==> src/rtl/conv_window_gen_pkg.sv <==
// Shared definitions for the KxK window generator and the MAC stage that consumes
// its packed window: default sizes, FSM encoding and the element bit-offset helper.
package conv_window_gen_pkg;

   localparam int DATA_SIZE_DEF = 8;
   localparam int K_DEF         = 5;

   typedef enum logic [1:0] {
      ST_IDLE = 2'd0,
      ST_FILL = 2'd1,
      ST_RUN  = 2'd2,
      ST_DONE = 2'd3
   } cwg_state_e;

   // MSB of element (i,j); element (0,0) sits at the top of the packed vector.
   function automatic int win_elem_msb(input int i, input int j, input int k,
                                       input int data_size);
      return data_size * (k * k - (i * k + j)) - 1;
   endfunction

endpackage

==> src/rtl/conv_line_buffer.sv <==
// One row of delay: a DEPTH-deep, WIDTH-wide shift line advanced by shift_en_i.
// Contents are never cleared; the generator refills them before any window uses them.
module conv_line_buffer #(
   parameter int DEPTH = 32,
   parameter int WIDTH = 8
) (
   input  logic             clk_i,
   input  logic             shift_en_i,
   input  logic [WIDTH-1:0] din_i,
   output logic [WIDTH-1:0] dout_o
);

   logic [DEPTH*WIDTH-1:0] sr_q;

   always_ff @(posedge clk_i) begin
      if (shift_en_i) begin
         sr_q <= {sr_q[DEPTH*WIDTH-WIDTH-1:0], din_i};
      end
   end

   assign dout_o = sr_q[DEPTH*WIDTH-1 -: WIDTH];

endmodule

==> src/rtl/conv_window_gen.sv <==
// Raster pixel stream to packed KxK windows for the MAC stage, valid/ready both sides.
// CONV_WINDOW_ZERO_PAD_EN selects "same" zero padding instead of "valid" convolution.
//
// state | meaning
// IDLE  | waiting for start, no input accepted
// FILL  | loading rows 0..K-2 into the line buffers, no windows yet
// RUN   | every accepted pixel at r>=K-1, c>=K-1 yields a window
// DONE  | input closed, waiting for the last window handshake
module conv_window_gen
   import conv_window_gen_pkg::*;
#(
   parameter int IMG_W     = 32,
   parameter int IMG_H     = 32,
   parameter int K         = K_DEF,
   parameter int DATA_SIZE = DATA_SIZE_DEF
) (
   input  logic                      clk,
   input  logic                      rst_n,
   input  logic                      start,
   input  logic [DATA_SIZE-1:0]      din,
   input  logic                      din_valid,
   output logic                      din_ready,
   output logic [DATA_SIZE*K*K-1:0]  win_data,
   output logic                      win_valid,
   input  logic                      win_ready,
   output logic                      busy,
   output logic                      frame_done
);

`ifdef CONV_WINDOW_ZERO_PAD_EN
   localparam int PAD = (K - 1) / 2;
   localparam int VW  = IMG_W + K - 1;
   localparam int VH  = IMG_H + K - 1;
`else
   localparam int VW  = IMG_W;
   localparam int VH  = IMG_H;
`endif
   localparam int CW = (VW > 1) ? $clog2(VW) : 1;
   localparam int RW = (VH > 1) ? $clog2(VH) : 1;
   localparam int WW = DATA_SIZE * K * K;

   localparam logic [CW-1:0] COL_LAST = CW'(VW - 1);
   localparam logic [RW-1:0] ROW_LAST = RW'(VH - 1);
   localparam logic [CW-1:0] COL_WIN  = CW'(K - 1);
   localparam logic [RW-1:0] ROW_WIN  = RW'(K - 1);

   cwg_state_e           state_q, state_d;
   logic [RW-1:0]        row_q, row_d;
   logic [CW-1:0]        col_q, col_d;
   logic                 win_valid_q, win_valid_d;
   logic                 frame_done_q, frame_done_d;
   logic [WW-1:0]        win_q, win_d;

   logic                 hold, active, is_pad, advance, at_last, win_new;
   logic [DATA_SIZE-1:0] sample;
   logic [DATA_SIZE-1:0] lb_in  [K-1];
   logic [DATA_SIZE-1:0] lb_out [K-1];
   logic [DATA_SIZE-1:0] tap    [K];

   assign busy   = (state_q != ST_IDLE);
   assign hold   = win_valid_q & ~win_ready;
   assign active = busy & (state_q != ST_DONE) & ~hold;

`ifdef CONV_WINDOW_ZERO_PAD_EN
   // Border positions of the virtual grid advance on their own with a zero pixel.
   assign is_pad = (row_q < RW'(PAD)) | (row_q >= RW'(IMG_H + PAD)) |
                   (col_q < CW'(PAD)) | (col_q >= CW'(IMG_W + PAD));
`else
   assign is_pad = 1'b0;
`endif

   assign din_ready = active & ~is_pad;
   assign advance   = active & (is_pad | din_valid);
   assign sample    = is_pad ? '0 : din;
   assign at_last   = (row_q == ROW_LAST) & (col_q == COL_LAST);
   assign win_new   = advance & (row_q >= ROW_WIN) & (col_q >= COL_WIN);

   // tap[K-1] is the current row, tap[0] the oldest buffered row.
   assign tap[K-1]  = sample;
   assign lb_in[0]  = sample;

   for (genvar g = 0; g < K - 1; g++) begin : g_lb
      if (g > 0) begin : g_chain
         assign lb_in[g] = lb_out[g-1];
      end
      assign tap[K-2-g] = lb_out[g];

      conv_line_buffer #(
         .DEPTH (VW),
         .WIDTH (DATA_SIZE)
      ) u_lb (
         .clk_i      (clk),
         .shift_en_i (advance),
         .din_i      (lb_in[g]),
         .dout_o     (lb_out[g])
      );
   end

   // The window register is kept directly in the MAC packing; columns shift left.
   for (genvar gi = 0; gi < K; gi++) begin : g_row
      for (genvar gj = 0; gj < K; gj++) begin : g_col
         localparam int MSB = win_elem_msb(gi, gj, K, DATA_SIZE);
         if (gj == K - 1) begin : g_in
            assign win_d[MSB -: DATA_SIZE] = tap[gi];
         end else begin : g_shift
            localparam int MSB_R = win_elem_msb(gi, gj + 1, K, DATA_SIZE);
            assign win_d[MSB -: DATA_SIZE] = win_q[MSB_R -: DATA_SIZE];
         end
      end
   end

   always_comb begin
      state_d      = state_q;
      row_d        = row_q;
      col_d        = col_q;
      win_valid_d  = win_valid_q;
      frame_done_d = 1'b0;

      if (win_new) begin
         win_valid_d = 1'b1;
      end else if (win_ready) begin
         win_valid_d = 1'b0;
      end

      if (advance) begin
         if (col_q == COL_LAST) begin
            col_d = '0;
            row_d = row_q + RW'(1);
         end else begin
            col_d = col_q + CW'(1);
         end
      end

      case (state_q)
         ST_IDLE: begin
            if (start) begin
               state_d = ST_FILL;
               row_d   = '0;
               col_d   = '0;
            end
         end
         ST_FILL: begin
            if (advance && (row_q == ROW_WIN) && (col_q == '0)) begin
               state_d = ST_RUN;
            end
         end
         ST_RUN: begin
            if (advance && at_last) begin
               state_d = ST_DONE;
            end
         end
         ST_DONE: begin
            if (win_valid_q && win_ready) begin
               state_d      = ST_IDLE;
               frame_done_d = 1'b1;
            end
         end
         default: state_d = ST_IDLE;
      endcase
   end

   always_ff @(posedge clk or negedge rst_n) begin
      if (!rst_n) begin
         state_q      <= ST_IDLE;
         row_q        <= '0;
         col_q        <= '0;
         win_valid_q  <= 1'b0;
         frame_done_q <= 1'b0;
         win_q        <= '0;
      end else begin
         state_q      <= state_d;
         row_q        <= row_d;
         col_q        <= col_d;
         win_valid_q  <= win_valid_d;
         frame_done_q <= frame_done_d;
         if (advance) begin
            win_q <= win_d;
         end
      end
   end

   assign win_data   = win_q;
   assign win_valid  = win_valid_q;
   assign frame_done = frame_done_q;

endmodule

==> config.mk <==
export PLATFORM = sky130hd
export DESIGN_NAME = conv_window_gen
export DESIGN_NICKNAME = d
export VERILOG_FILES = /design/src/rtl/conv_window_gen_pkg.sv /design/src/rtl/conv_line_buffer.sv /design/src/rtl/conv_window_gen.sv
export SDC_FILE = /design/constraint.sdc
export NUM_CORES = 1
export LEC_CHECK = 0
export CAP_MARGIN = 20
export CORE_UTILIZATION = 55
export DETAILED_ROUTE_END_ITERATION = 6
export GPL_TIMING_DRIVEN = 0
export PLACE_DENSITY = 0.74
export REMOVE_ABC_BUFFERS = 1
export SLEW_MARGIN = 10
export SYNTH_ARGS = -nofsm -noshare
export SYNTH_HDL_FRONTEND = slang
export SYNTH_SLANG_ARGS = --single-unit
==> constraint.sdc <==
create_clock -name clk -period 64.5 [get_ports clk]
set_input_delay 9.675 -clock clk [delete_from_list [all_inputs] [get_ports clk]]
set_output_delay 9.675 -clock clk [all_outputs]
set_load 0.02 [all_outputs]
==> reports/summary.txt, run 1 <==
final instance area - 46400 sq um
drt via density - 4.96
wire per inst - 16.1 um
drt first-iter violations - 1362
FF-to-FF End - g_lb[0].u_lb.sr_q[240]$_DFFE_PP_
die area - 72200 sq um
final core occ - 66.2%
Core Area - 70100 sq um
fin nets - 2289
Slew headroom - 52.9%
Worst Tran Pin Value - 0.706 ns
CTS Hold Buffers Added - 0
TritonCTS buffer count - 115
mapped cell area - 39100 sq um
DR DRC count - 0
FF-to-FF setup slack - 60.39 ns
hold path cells - 0
top-area cell type share of the netlist area - 78.6%
Hold Path Origin - g_lb[2].u_lb.sr_q[214]$_DFFE_PP_
Avg Inst Size Synth - 19.9 sq um
power share of the combinational group - 9.1%
Slew Viols, Final - 0
Psw - 0.410 mW
Reg power frac - 53.2%
# rows - 97
power density cells - 38.7 nW/um^2
Unique masters post-synth - 34
Skew-Pair Late Insertion Delay - 0.66 ns
Final period util - 32.6%
CP max FO - 7
clk sinks - 1238
Hold EP - g_lb[2].u_lb.sr_q[222]$_DFFE_PP_
layout cells sized above 1 - 7.87%
total power - 1.80 mW
Internal Power - 1.39 mW
Clk pwr share - 37.7%
Die Wd - 269 um
Detailed Place HPWL - 26200 um
dpl cell area - 42600 sq um
crit end category - output port
final hold viol count - 0
cells along the critical path - clkdlybuf4s50_1 > nand2b_1 > and2_1 > clkdlybuf4s50_1
DIE HEIGHT - 269 um
drt pass-1 iters - 5
# H-tree levels - 3
number of fill cells in the layout - 4508
Area growth, synth to finish - 18.6%
WL final - 53300 um
r2r startpoint - state_q[1]$_DFFE_PN0P_
slowest stage cell, crit path - clkdlybuf4s50_1
Synth area leader - edfxtp_1
setup bufs post-CTS - 0
# diodes - 0
fin crit period - 21.05 ns
Mapped Cells - 1967
Hold WC Path Type - reg2reg
CP Launch Type - primary input
cell repeated most along the worst path - clkdlybuf4s50_1
routed via count - 16381
Layout Cells excl Fill - 3303
vias in the first global route - 16072
post-route ant nets - 0
post-CTS sizing - 0
fmax - 47.5 MHz
Yosys Warn Count - 0
register area share after synthesis - 92.3%
Fin Setup TNS - 0 ns
CTS tree - built
RSZ-0062 raised after global routing - no
Setup Skew - 0.0228 ns
Longest Clk Path Bufs - 3
first-pass GRT wire length - 85300 um
Synth area leaders - edfxtp_1 79%, dfrtp_1 14%, nand2_1 5.8%
I/O Pins - 217
setup violators final - 0
GRT Residual Overflow - 0
Worst-path clk slew - 0.06 ns
depth of the most critical reg-to-reg path - 8
initial antenna violation count - 1
DP Cell Count - 3087
gr usage total - 15.0%
GPL Wtd Cong - 0.692
crit path DAT - 11.38 ns
max incr delay on CP - 0.60 ns
Max Cap Viol - 0
Pleak - 15.6 nW
Crit path required time - 54.83 ns
I/O Buffers - 216
Synth Register Bits - 1238
largest net degree at the start of global routing - 155
CP Class - in2out
clk root buf - clkbuf_16
Worst VDD drop - 25.6 uV
switching portion of total power - 22.8%
starting density of the core - 55.8%
status - finished clean
logic make-up after synthesis:
family	after synthesis	synth area share [%]
XOR/XNOR	3	0.0672
multiplexers	1	0.0288
buffers and inverters	57	0.672
AND/OR/NAND/NOR	639	6.29
flip-flops	1238	92.3
AO/OA/AOI/OAI	17	0.278
adder cells (fa/ha/maj)	12	0.384
layout by cell type (no fill, tap or decap), types with 2 or more instances in the layout:
| cell type | count |
|---|---|
| clkdlybuf4s50_1 | 215 |
| o21ai_0 | 2 |
| nand2_1 | 608 |
| clkinv_1 | 18 |
| and2_1 | 3 |
| buf_16 | 12 |
| ha_1 | 12 |
| inv_1 | 8 |
| inv_16 | 3 |
| dfrtp_1 | 214 |
| bufinv_16 | 15 |
| a21oi_1 | 8 |
| clkinv_4 | 2 |
| clkinvlp_4 | 8 |
| and3_1 | 4 |
| inv_6 | 3 |
| clkbuf_1 | 28 |
| o31ai_1 | 2 |
| nor2_1 | 7 |
| nand4_1 | 2 |
| edfxtp_1 | 1024 |
| xor2_1 | 2 |
| clkinv_2 | 20 |
| clkbuf_8 | 4 |
| nand3_1 | 6 |
| nor3_1 | 2 |
| clkbuf_16 | 115 |
per-stage QoR:
stage	hold slack (ns)	worst slack [ns]
5_1_grt	0.413	43.42
6_report	0.410	43.45
4_1_cts	0.407	43.44
2_1_floorplan	0.400	39.31
3_5_place_dp	0.405	43.45
3_3_place_gp	0.403	34.22
metal layers:
metal | track usage (%) | vias up | share of wire [%]
met2 | 22.2 | 418 | 46
met3 | 3.55 | 115 | 4.7
li1 | - | 7684 | -
met5 | 0 | - | 0
met1 | 22.1 | 8164 | 47
met4 | 4.96 | 0 | 2.5
worst max-delay path: cells and delay by family:
family / cells / cell delay [ns]
buffers and inverters: 2 / 1.13
AND/OR/NAND/NOR: 2 / 0.57
cell type report:
type / instances / area [sq um] / area share (%)
Clock buffer: 147 / 3040 / 6.55
Timing Repair Buffer: 228 / 2500 / 5.38
Clock inverter: 69 / 782 / 1.69
Tap cell: 940 / 1180 / 2.53
Inverter: 9 / 41.3 / 0.0890
Sequential cell: 1238 / 36100 / 77.8
Multi-Input combinational cell: 672 / 2770 / 5.96
registers in the layout (all words and copies together) (netlist names):
name / flops
row_q: 5
frame_done: 1
win_data: 200
g_lb.u_lb.sr_q: 1024
win_valid: 1
col_q: 5
state_q: 2
power groups by stage:
stage          Clock, mW  Combinational (mW)  Sequential (mW)
2_1_floorplan          0              0.0539             1.03
3_3_place_gp           0               0.166             1.01
3_5_place_dp           0               0.164            0.970
4_1_cts            0.698               0.165            0.956
5_1_grt            0.727               0.177            0.961
6_report           0.677               0.163            0.956
worst max path at each step:
stage / startpoint / end / cells past startpoint
floorplan: win_ready / state_q[1]$_DFFE_PN0P_ / 5
global placement: win_ready / state_q[1]$_DFFE_PN0P_ / 6
detailed placement: win_ready / din_ready / 4
CTS: win_ready / din_ready / 4
global route: win_ready / din_ready / 4
finish: win_ready / din_ready / 4
cells in the mapped netlist (all sizes together):
master / count
a21oi: 8
a2bb2oi: 1
a31o: 1
a31oi: 1
and2: 3
and3: 4
buf: 36
clkbuf: 12
dfrtp: 214
edfxtp: 1024
ha: 12
inv: 9
mux2: 1
nand2: 609
nand2b: 1
nand3: 6
nand3b: 1
nand4: 2
nor2: 7
nor2b: 1
nor3: 2
nor4: 1
nor4bb: 1
o2111a: 1
o2111ai: 1
o21ai: 2
o31ai: 2
or4: 1
xnor2: 1
xor2: 2
(Power assumes the default switching activity.)
==> inputs of run 2 (changes only) <==
- CORE_UTILIZATION: 55 -> 53
- PLACE_DENSITY: 0.74 -> 0.75
- clock period: 64.5 -> 17.6 ns (I/O delays scaled with it)
==> reports/summary.txt, run 2 (synthesized netlist as in run 1, its figures left out) <==
status - finished clean
Psw - 1.52 mW
total power - 6.68 mW
register area - 36100 sq um
Final period util - 39.5%
Multi-input gate area - 2770 sq um
gr usage total - 14.6%
Area growth, synth to finish - 19.4%
setup bufs post-CTS - 0
Worst VDD drop - 110 uV
setup violators final - 0
crit end category - output port
Slew headroom - 50.7%
Max Cap Viol - 0
I/O Buffers - 216
Hold EP - g_lb[0].u_lb.sr_q[152]$_DFFE_PP_
final worst slack - 10.65 ns
Clk pwr share - 38.7%
RSZ-0062 raised after global routing - no
FF-to-FF End - state_q[1]$_DFFE_PN0P_
die area - 74900 sq um
DIE HEIGHT - 274 um
dpl cell area - 42600 sq um
Detailed Place HPWL - 25800 um
fmax - 144 MHz
switching portion of total power - 22.7%
DR DRC count - 0
CP Launch Type - primary input
WL final - 53000 um
CTS Hold Buffers Added - 0
GRT Residual Overflow - 0
Hold Path Origin - g_lb[0].u_lb.sr_q[144]$_DFFE_PP_
drt first-iter violations - 1263
Slew Viols, Final - 0
fin crit period - 6.95 ns
Reg power frac - 52.4%
starting density of the core - 53.6%
final instance area - 46700 sq um
# diodes - 0
clk sinks - 1238
I/O Pins - 217
hold path cells - 0
post-CTS sizing - 0
Worst-path clk slew - 0.06 ns
FF-to-FF setup slack - 13.68 ns
post-route ant nets - 0
Setup WS pre-CTS - 10.65 ns
CP max FO - 7
CP Launch Point - win_ready
Worst Tran Pin Value - 0.740 ns
GPL Wtd Cong - 0.715
r2r startpoint - state_q[1]$_DFFE_PN0P_
CP Class - in2out
Hold WC Path Type - reg2reg
Die Wd - 274 um
# H-tree levels - 3
commonest cells after routing, fill and taps aside - 1024 x edfxtp_1, 608 x nand2_1, 215 x clkdlybuf4s50_1
depth of the most critical reg-to-reg path - 9
drt pass-1 iters - 5
fin nets - 2291
most common cell after layout, fill and taps aside - edfxtp_1
wire per inst - 15.9 um
Pleak - 15.7 nW
power share of the combinational group - 8.9%
Internal Power - 5.16 mW
first-pass GRT wire length - 87500 um
Core Area - 73000 sq um
Longest Clk Path Bufs - 3
initial antenna violation count - 0
Crit path required time - 14.96 ns
number of fill cells in the layout - 4785
# rows - 99
power density cells - 143 nW/um^2
crit path DAT - 4.31 ns
drt via density - 4.95
Fin Setup TNS - 0 ns
vias in the first global route - 16310
Top reg by flops - g_lb.u_lb.sr_q
Skew-Pair Late Insertion Delay - 0.66 ns
clk root buf - clkbuf_16
TritonCTS buffer count - 117
routed via count - 16470
max reg flops - 1024
Setup Skew - 0.0398 ns
largest net degree at the start of global routing - 148
final hold viol count - 0
CTS tree - built
layout cells sized above 1 - 8.70%
## run 2: changes by cell type in the layout (fill, tap and decap cells not counted), sizes merged
cell      before  now
clkinv        40   54
clkbuf       147  139
inv           15   12
bufinv        15   17
clkinvlp       8    9
## run 2: power by group through the flow
stage / clock network [mW] / logic, mW / registers (mW)
global route: 2.78 / 0.649 / 3.52
CTS: 2.67 / 0.607 / 3.50
detailed placement: 0 / 0.604 / 3.56
floorplan: 0 / 0.197 / 3.76
global placement: 0 / 0.596 / 3.65
finish: 2.58 / 0.597 / 3.50
## run 2: worst max path at each step
stage,endpoint,slack (ns),cells after the start
finish,din_ready,10.65,4
global route,din_ready,10.57,4
CTS,din_ready,10.65,4
detailed placement,din_ready,10.65,4
global placement,win_data[74]$_DFFE_PN0P_,-6.14,6
floorplan,state_q[1]$_DFFE_PN0P_,-0.56,5
## run 2: final cells by class
cell class | instances | share of cell area (%)
clock buffers | 139 | 6.73
clock inverters | 83 | 2.03
inverters | 9 | 0.0884
multi-input cells | 672 | 5.92
flip-flops and latches | 1238 | 77.3
well taps | 959 | 2.57
repair buffers | 228 | 5.35
## run 2: metrics by stage
step	std cells	util [%]	hold WS, ns
finish	3328	64.0	0.395
global route	3328	64.0	0.404
CTS	3328	64.0	0.390
detailed placement	3106	58.4	0.405
global placement	3094	57.9	0.403
floorplan	1919	-	0.400
## run 2: metal layers
| metal | GRT usage [%] | part of all wire, % | vias up | wire (um) |
|---|---|---|---|---|
| li1 | - | - | 7681 | - |
| met5 | 0 | 0 | - | 0 |
| met1 | 21.7 | 47 | 8281 | 24700 |
| met3 | 3.12 | 4.6 | 127 | 2440 |
| met4 | 5.48 | 2.9 | 0 | 1550 |
| met2 | 21.3 | 46 | 381 | 24300 |
## run 2: critical path: stages
cell and delay [ns]:
clkdlybuf4s50_1 0.51, nand2b_1 0.37, and2_1 0.18, clkdlybuf4s50_1 0.60
